## src/rtl/instr_queue.sv

```systemverilog
// Instruction queue between fetch and decode.
// Circular buffer of {pc, instr} entries, presented in order through a valid/ready handshake.
// A flush drops every buffered entry and any push offered in the same cycle.
module instr_queue #(
    parameter int unsigned          DEPTH     = 2,
    parameter int unsigned          XLEN      = 32,
    parameter logic [XLEN-1:0]      NOP_INSTR = 'h0000_0013
) (
    input  logic                    clk,
    input  logic                    reset,
    input  logic                    flush_i,
    input  logic                    fetch_valid_i,
    input  logic [XLEN-1:0]         fetch_pc_i,
    input  logic [XLEN-1:0]         fetch_instr_i,
    output logic                    fetch_ready_o,
    output logic                    dec_valid_o,
    output logic [XLEN-1:0]         dec_pc_o,
    output logic [XLEN-1:0]         dec_instr_o,
    input  logic                    dec_ready_i,
    output logic [$clog2(DEPTH):0]  count_o
);

    localparam int unsigned PtrW = $clog2(DEPTH);
    localparam int unsigned CntW = PtrW + 1;

    logic [XLEN-1:0] pc_mem    [DEPTH];
    logic [XLEN-1:0] instr_mem [DEPTH];

    logic [PtrW-1:0] rd_ptr_q, rd_ptr_d;
    logic [PtrW-1:0] wr_ptr_q, wr_ptr_d;
    logic [CntW-1:0] count_q,  count_d;

    logic push;
    logic pop;

    // Handshake outputs; fetch_ready depends only on occupancy, never on dec_ready_i.
    always_comb begin
        fetch_ready_o = !reset && (count_q < CntW'(DEPTH));
        dec_valid_o   = (count_q != '0);
        dec_pc_o      = '0;
        dec_instr_o   = NOP_INSTR;
        if (dec_valid_o) begin
            dec_pc_o    = pc_mem[rd_ptr_q];
            dec_instr_o = instr_mem[rd_ptr_q];
        end
        count_o = count_q;
    end

    // Push/pop qualification and next pointer/count state; flush wins over both.
    always_comb begin
        push     = fetch_valid_i && fetch_ready_o && !flush_i;
        pop      = dec_valid_o && dec_ready_i && !flush_i;
        rd_ptr_d = rd_ptr_q;
        wr_ptr_d = wr_ptr_q;
        count_d  = count_q;
        if (flush_i) begin
            // Discard everything: read pointer catches up with write pointer.
            rd_ptr_d = wr_ptr_q;
            count_d  = '0;
        end else begin
            if (push) begin
                wr_ptr_d = wr_ptr_q + PtrW'(1);
            end
            if (pop) begin
                rd_ptr_d = rd_ptr_q + PtrW'(1);
            end
            if (push && !pop) begin
                count_d = count_q + CntW'(1);
            end else if (pop && !push) begin
                count_d = count_q - CntW'(1);
            end
        end
    end

    // Pointer and occupancy registers, cleared asynchronously.
    always_ff @(posedge clk or posedge reset) begin
        if (reset) begin
            rd_ptr_q <= '0;
            wr_ptr_q <= '0;
            count_q  <= '0;
        end else begin
            rd_ptr_q <= rd_ptr_d;
            wr_ptr_q <= wr_ptr_d;
            count_q  <= count_d;
        end
    end

    // Entry storage; contents are never cleared, validity comes from count_q.
    always_ff @(posedge clk) begin
        if (push) begin
            pc_mem[wr_ptr_q]    <= fetch_pc_i;
            instr_mem[wr_ptr_q] <= fetch_instr_i;
        end
    end

    // Occupancy must stay within the buffer.
    assert property (@(posedge clk) disable iff (reset) (count_q <= CntW'(DEPTH)));

    // A recorded push always had a free slot.
    assert property (@(posedge clk) disable iff (reset) (push |-> fetch_ready_o));

endmodule

```

## config.mk

```make
export PLATFORM = sky130hd
export DESIGN_NAME = instr_queue
export DESIGN_NICKNAME = d
export VERILOG_FILES = /design/src/rtl/instr_queue.sv
export SDC_FILE = /design/constraint.sdc
export NUM_CORES = 1
export LEC_CHECK = 0
export CELL_PAD_IN_SITES_DETAIL_PLACEMENT = 0
export CELL_PAD_IN_SITES_GLOBAL_PLACEMENT = 2
export CORE_MARGIN = 3
export CORE_UTILIZATION = 30
export CTS_CLUSTER_DIAMETER = 50
export DETAILED_ROUTE_END_ITERATION = 10
export GPL_ROUTABILITY_DRIVEN = 1
export HOLD_SLACK_MARGIN = 0.12
export PLACE_DENSITY_LB_ADDON = 0.1
export SLEW_MARGIN = 0
export SYNTH_ARGS = -nofsm -noshare
export SYNTH_HDL_FRONTEND = slang
export SYNTH_SLANG_ARGS = --single-unit
```

## constraint.sdc

```tcl
create_clock -name clk -period 4.4 [get_ports clk]
set_clock_uncertainty 0.15 [all_clocks]
set_input_delay 1.32 -clock clk [delete_from_list [all_inputs] [get_ports clk]]
set_output_delay 1.32 -clock clk [all_outputs]
set_load 0.05 [all_outputs]
```

Word level (Yosys, flattened, before mapping)
Memories as Yosys holds them, arrays and structs flattened. Index checks and enable logic that the tools add are counted. Widths: inputs -> output; s select.

Output and inout port bits: 68. Memory bits (writable): 128. Memories kept: 2. Word-level logic and storage cells: 35. Flip-flop bits (word level): 4.

Add/sub/neg operators: 4. Muxes and demuxes: 9. Reduce and logical (&&, ||, !) cells: 15. Bitwise logic cells: 1. $lt $le $gt $ge: 1.

Memories: instr_mem (words 2, bits a word 32, read ports 1, clocked after memory_dff 0, write ports 1, line 27) `logic [XLEN-1:0] instr_mem [DEPTH];`; pc_mem (words 2, bits a word 32, read ports 1, clocked after memory_dff 0, write ports 1, line 26) `logic [XLEN-1:0] pc_mem [DEPTH];`.

Operators with widths (number): $mux 32 (2); $logic_and 1x1->1 (7); $mux 2 (3); $logic_not 1->1 (4); $mux 1 (4); $reduce_bool 2->1 (2); $reduce_bool 3->1 (1); $add 1x1->1 const B (2); $add 2x1->2 const B (1); $lt 2x2->1 const B (1); $reduce_and 2->1 (1); $sub 2x1->2 const B (1); $not 1->1 (1).

Logic depth before layout (Yosys ltp)
Gate-level depths: netlist (run 1).

Word-level depth: 9. Depth in mapped cells: 4.

Worst setup path before layout (run 1)
OpenSTA, ideal clock, no wires.

Path type: input to register. From: in flush_i. To: mem instr_mem[0][0], enable pin. Stages: 2. Path slack: -0.808 ns. Library setup time: 0.494 ns. Arrival time: 4.564 ns. Path buffers: 0. Cells stage by stage: nor4b_2 > nor2b_1.

Cells in the longest elaborated chain, start to end: 4.

RTL lines: start, declared (line 11) `input logic flush_i,`; $logic_not 1->1 (line 51) `push = fetch_valid_i && fetch_ready_o && !flush_i;`; $logic_and 1x1->1 (line 51); $mux 1 (line 90) `if (push) begin`; $mux 1 (not written as such) (line 92) `instr_mem[wr_ptr_q] <= fetch_instr_i;`; end, declared (line 27).

Every way passes these cells.

Worst setup path after layout (run 1)
From: reg rd_ptr_q. To: out dec_instr_o[13].

Cells in the longest elaborated chain, start to end: 2.

RTL lines: start, declared (line 29) `logic [PtrW-1:0] rd_ptr_q, rd_ptr_d;`; start signal, assigned (line 82) `rd_ptr_q <= rd_ptr_d;`; $mem_v2 2x32; $mux 32 (line 42) `if (dec_valid_o) begin`; end, declared (line 18) `output logic [XLEN-1:0] dec_instr_o,`.

Every way passes these cells.

==> results of run 1 <==
-- critical path: cells and delay by family, from the launching register on --
family	cells	cell delay [ns]
buf+inv	2	1.17
flops	1	0.74
simple gates	1	0.11
mux	1	0.12
-- layer usage --
metal | GRT usage | vias to the layer above | share of wire
li1 | - | 1395 | -
met1 | 0.148 | 1394 | 0.41
met2 | 0.192 | 95 | 0.49
met3 | 0.0475 | 13 | 0.078
met4 | 0.0538 | 0 | 0.019
met5 | 0 | - | 0
-- worst max path at each step --
| stage | end | depth (start not counted) |
|---|---|---|
| after floorplan | instr_mem[0][0]$_DFFE_PP_ | 2 |
| after global placement | dec_instr_o[1] | 4 |
| after detailed placement | dec_instr_o[13] | 4 |
| after CTS | dec_instr_o[13] | 4 |
| after global routing | dec_instr_o[26] | 4 |
| final | dec_instr_o[13] | 4 |
-- placed cells by master (no fill, tap or decap), types with 5 or more instances in the layout --
cell type	instances
buf_4	7
clkbuf_1	6
clkbuf_16	17
clkdlybuf4s50_1	135
clkinv_1	5
edfxtp_1	128
mux2i_1	64
nand2_1	5
nor2_1	62
-- stage by stage --
step | hold slack, ns | cells
after floorplan | 0.342 | 294
after global placement | 0.402 | 641
final | 0.417 | 672
after detailed placement | 0.412 | 641
after CTS | 0.423 | 672
after global routing | 0.447 | 672
-- synth_stat cells, drive strengths merged --
master / number / area share
edfxtp: 128 / 0.76
mux2i: 64 / 0.13
nor2: 63 / 0.047
buf: 13 / 0.020
nand2: 5 / 0.0037
dfrtp: 4 / 0.020
inv: 3 / 0.0022
o21ai: 3 / 0.0030
a21oi: 2 / 0.0020
xor2: 2 / 0.0035
a21o: 1 / 0.0015
a311oi: 1 / 0.0017
and2: 1 / 0.0012
nand4: 1 / 0.0012
nor2b: 1 / 0.0012
nor3b: 1 / 0.0015
nor4b: 1 / 0.0030
-- power groups by stage --
stage               Clock, mW  Sequential, mW  Combinational [mW]
floorplan                   0            1.52               0.583
global placement            0            1.57               0.778
detailed placement          0            1.57               0.782
CTS                      1.27            1.55               0.786
global route             1.33            1.55               0.819
finish                   1.23            1.54               0.765
-- sequential cells by signal, indices dropped and copies added, names as in the netlist --
register   count
instr_mem     64
pc_mem        64
count_o        2
rd_ptr_q       1
wr_ptr_q       1
-- final cells by class --
| class | instances | area [sq um] |
|---|---|---|
| fillers | 1450 | 8980 |
| flip-flops and latches | 132 | 3950 |
| repair buffers | 144 | 1440 |
| multi-input cells | 146 | 1010 |
| clock buffers | 23 | 448 |
| well taps | 216 | 270 |
| clock inverters | 8 | 61.3 |
| inverters | 3 | 11.3 |
-- cell families (layout without fill, tap and decap cells) --
| kind of cell | count (synthesis) | count (layout) | synth area share |
|---|---|---|---|
| compound gates | 7 | 7 | 0.00817 |
| simple gates | 73 | 73 | 0.0592 |
| mux | 64 | 64 | 0.127 |
| xor+xnor | 2 | 2 | 0.00347 |
| buf+inv | 16 | 178 | 0.0218 |
| flops | 132 | 132 | 0.781 |
==> results.json, run 1 <==
{
  "rsz0062_at_grt": "no",
  "pre_cts_ws_ns": 0.760,
  "netlist_area_sq_mm": 0.00505,
  "final_util": 0.445,
  "r2r_cells": 3,
  "portBuffers": 136,
  "max-cap-violations": 0,
  "worstHoldPathType": "flip-flop to flip-flop",
  "fin_ws_ns": 0.372,
  "postCtsHoldBufs": 0,
  "yosysWarnings": 0,
  "place_area_sq_mm": 0.00669,
  "layout.nets": 513,
  "p_leak_nw": 2.51,
  "cpMaxStageDelayCell": "clkdlybuf4s50_1",
  "place_hpwl_microns": 6830,
  "drt_iter0_markers": 121,
  "vias": 2897,
  "dieArea_sq_mm": 0.0184,
  "clock_latency_ns": 0.41,
  "reg2reg_slack_ns": 2.32,
  "routabilityCongestion": 0.703,
  "r2r-start": "count_o[1]$_DFFE_PP0P_",
  "die_x_microns": 136,
  "maxSlewViolCount": 0,
  "grt_pass1_vias": 3013,
  "outcome": "completed",
  "ant_nets": 0,
  "sequentialPowerShare": 0.437,
  "synth_nets": 363,
  "cts_sinks": 132,
  "setup.worst_path.end_class": "primary output",
  "coreArea_sq_mm": 0.0162,
  "final_layout_size_suffix_gt1_frac": 0.0746,
  "period_share": 0.916,
  "clockBufferDepth": 2,
  "yosysUniqueCellTypes": 20,
  "wl_per_cell_microns": 16.0,
  "arrival_ns": 2.56,
  "htree_levels": 4,
  "first_pass_iters": 4,
  "cts_tree": "done",
  "path_cells": "buf_4 -> mux2i_1 -> nor2_1 -> clkdlybuf4s50_1",
  "hold_depth": 1,
  "chipHeight_microns": 136,
  "finalInstanceArea_sq_mm": 0.00720,
  "p_comb_frac": 0.216,
  "powerDensity_mw_per_mm2": 491,
  "avgSynthCellArea_sq_um": 17.2,
  "hold_viol": 0,
  "clk_pin_slew_ns": 0.05,
  "swShare": 0.276,
  "hp-start": "wr_ptr_q$_DFFE_PP0P_",
  "fin_tns_setup_ns": 0,
  "yosys_register_bits": 132,
  "antenna_found_initial": 0,
  "clkPwrFrac": 0.347,
  "cts_buffers": 17,
  "drt-total-wl_microns": 10700,
  "hold_end": "wr_ptr_q$_DFFE_PP0P_",
  "intPower_mw": 2.56,
  "fmax_mhz": 248,
  "cts_root_buffer": "clkbuf_16",
  "io_pins": 137,
  "cts_setup_buffers": 0,
  "grt_pass1_wl_microns": 16400,
  "start_kind": "flip-flop",
  "viasPerCell": 4.31,
  "relSlewSlack": 0.628,
  "peakVddDrop_v": 0.000260,
  "power_switching_mw": 0.977,
  "power.total_mw": 3.53,
  "crit_required_ns": 2.93,
  "area_delta_synth_final_pct": 42.4,
  "initial_core_util": 0.312,
  "grt_start_max_net_pins": 44,
  "r2r_end": "pc_mem[0][8]$_DFFE_PP_",
  "synth_cells": 294,
  "tightest_slew_ns": 0.556,
  "track_usage": 0.121,
  "rows": 46,
  "drc": 0,
  "period_minus_slack_ns": 4.03,
  "ctsResizeCount": 0,
  "seq_area_frac_synth": 0.781,
  "path_class": "flip-flop to primary output",
  "cp_slowest_stage_delay_ns": 0.81,
  "diodes": 0,
  "grt_overflow": 0,
  "crit_start": "rd_ptr_q$_DFFE_PP0P_",
  "crit_fanout": 26,
  "setup_viol": 0
}
Note: power is estimated with default switching activity, not from simulation.
==> run 2: changes to the inputs <==
SLEW_MARGIN = not set   (was 0)
==> results of run 2 <==
No change in the layout: final DEF, timing and power equal those of run 1.
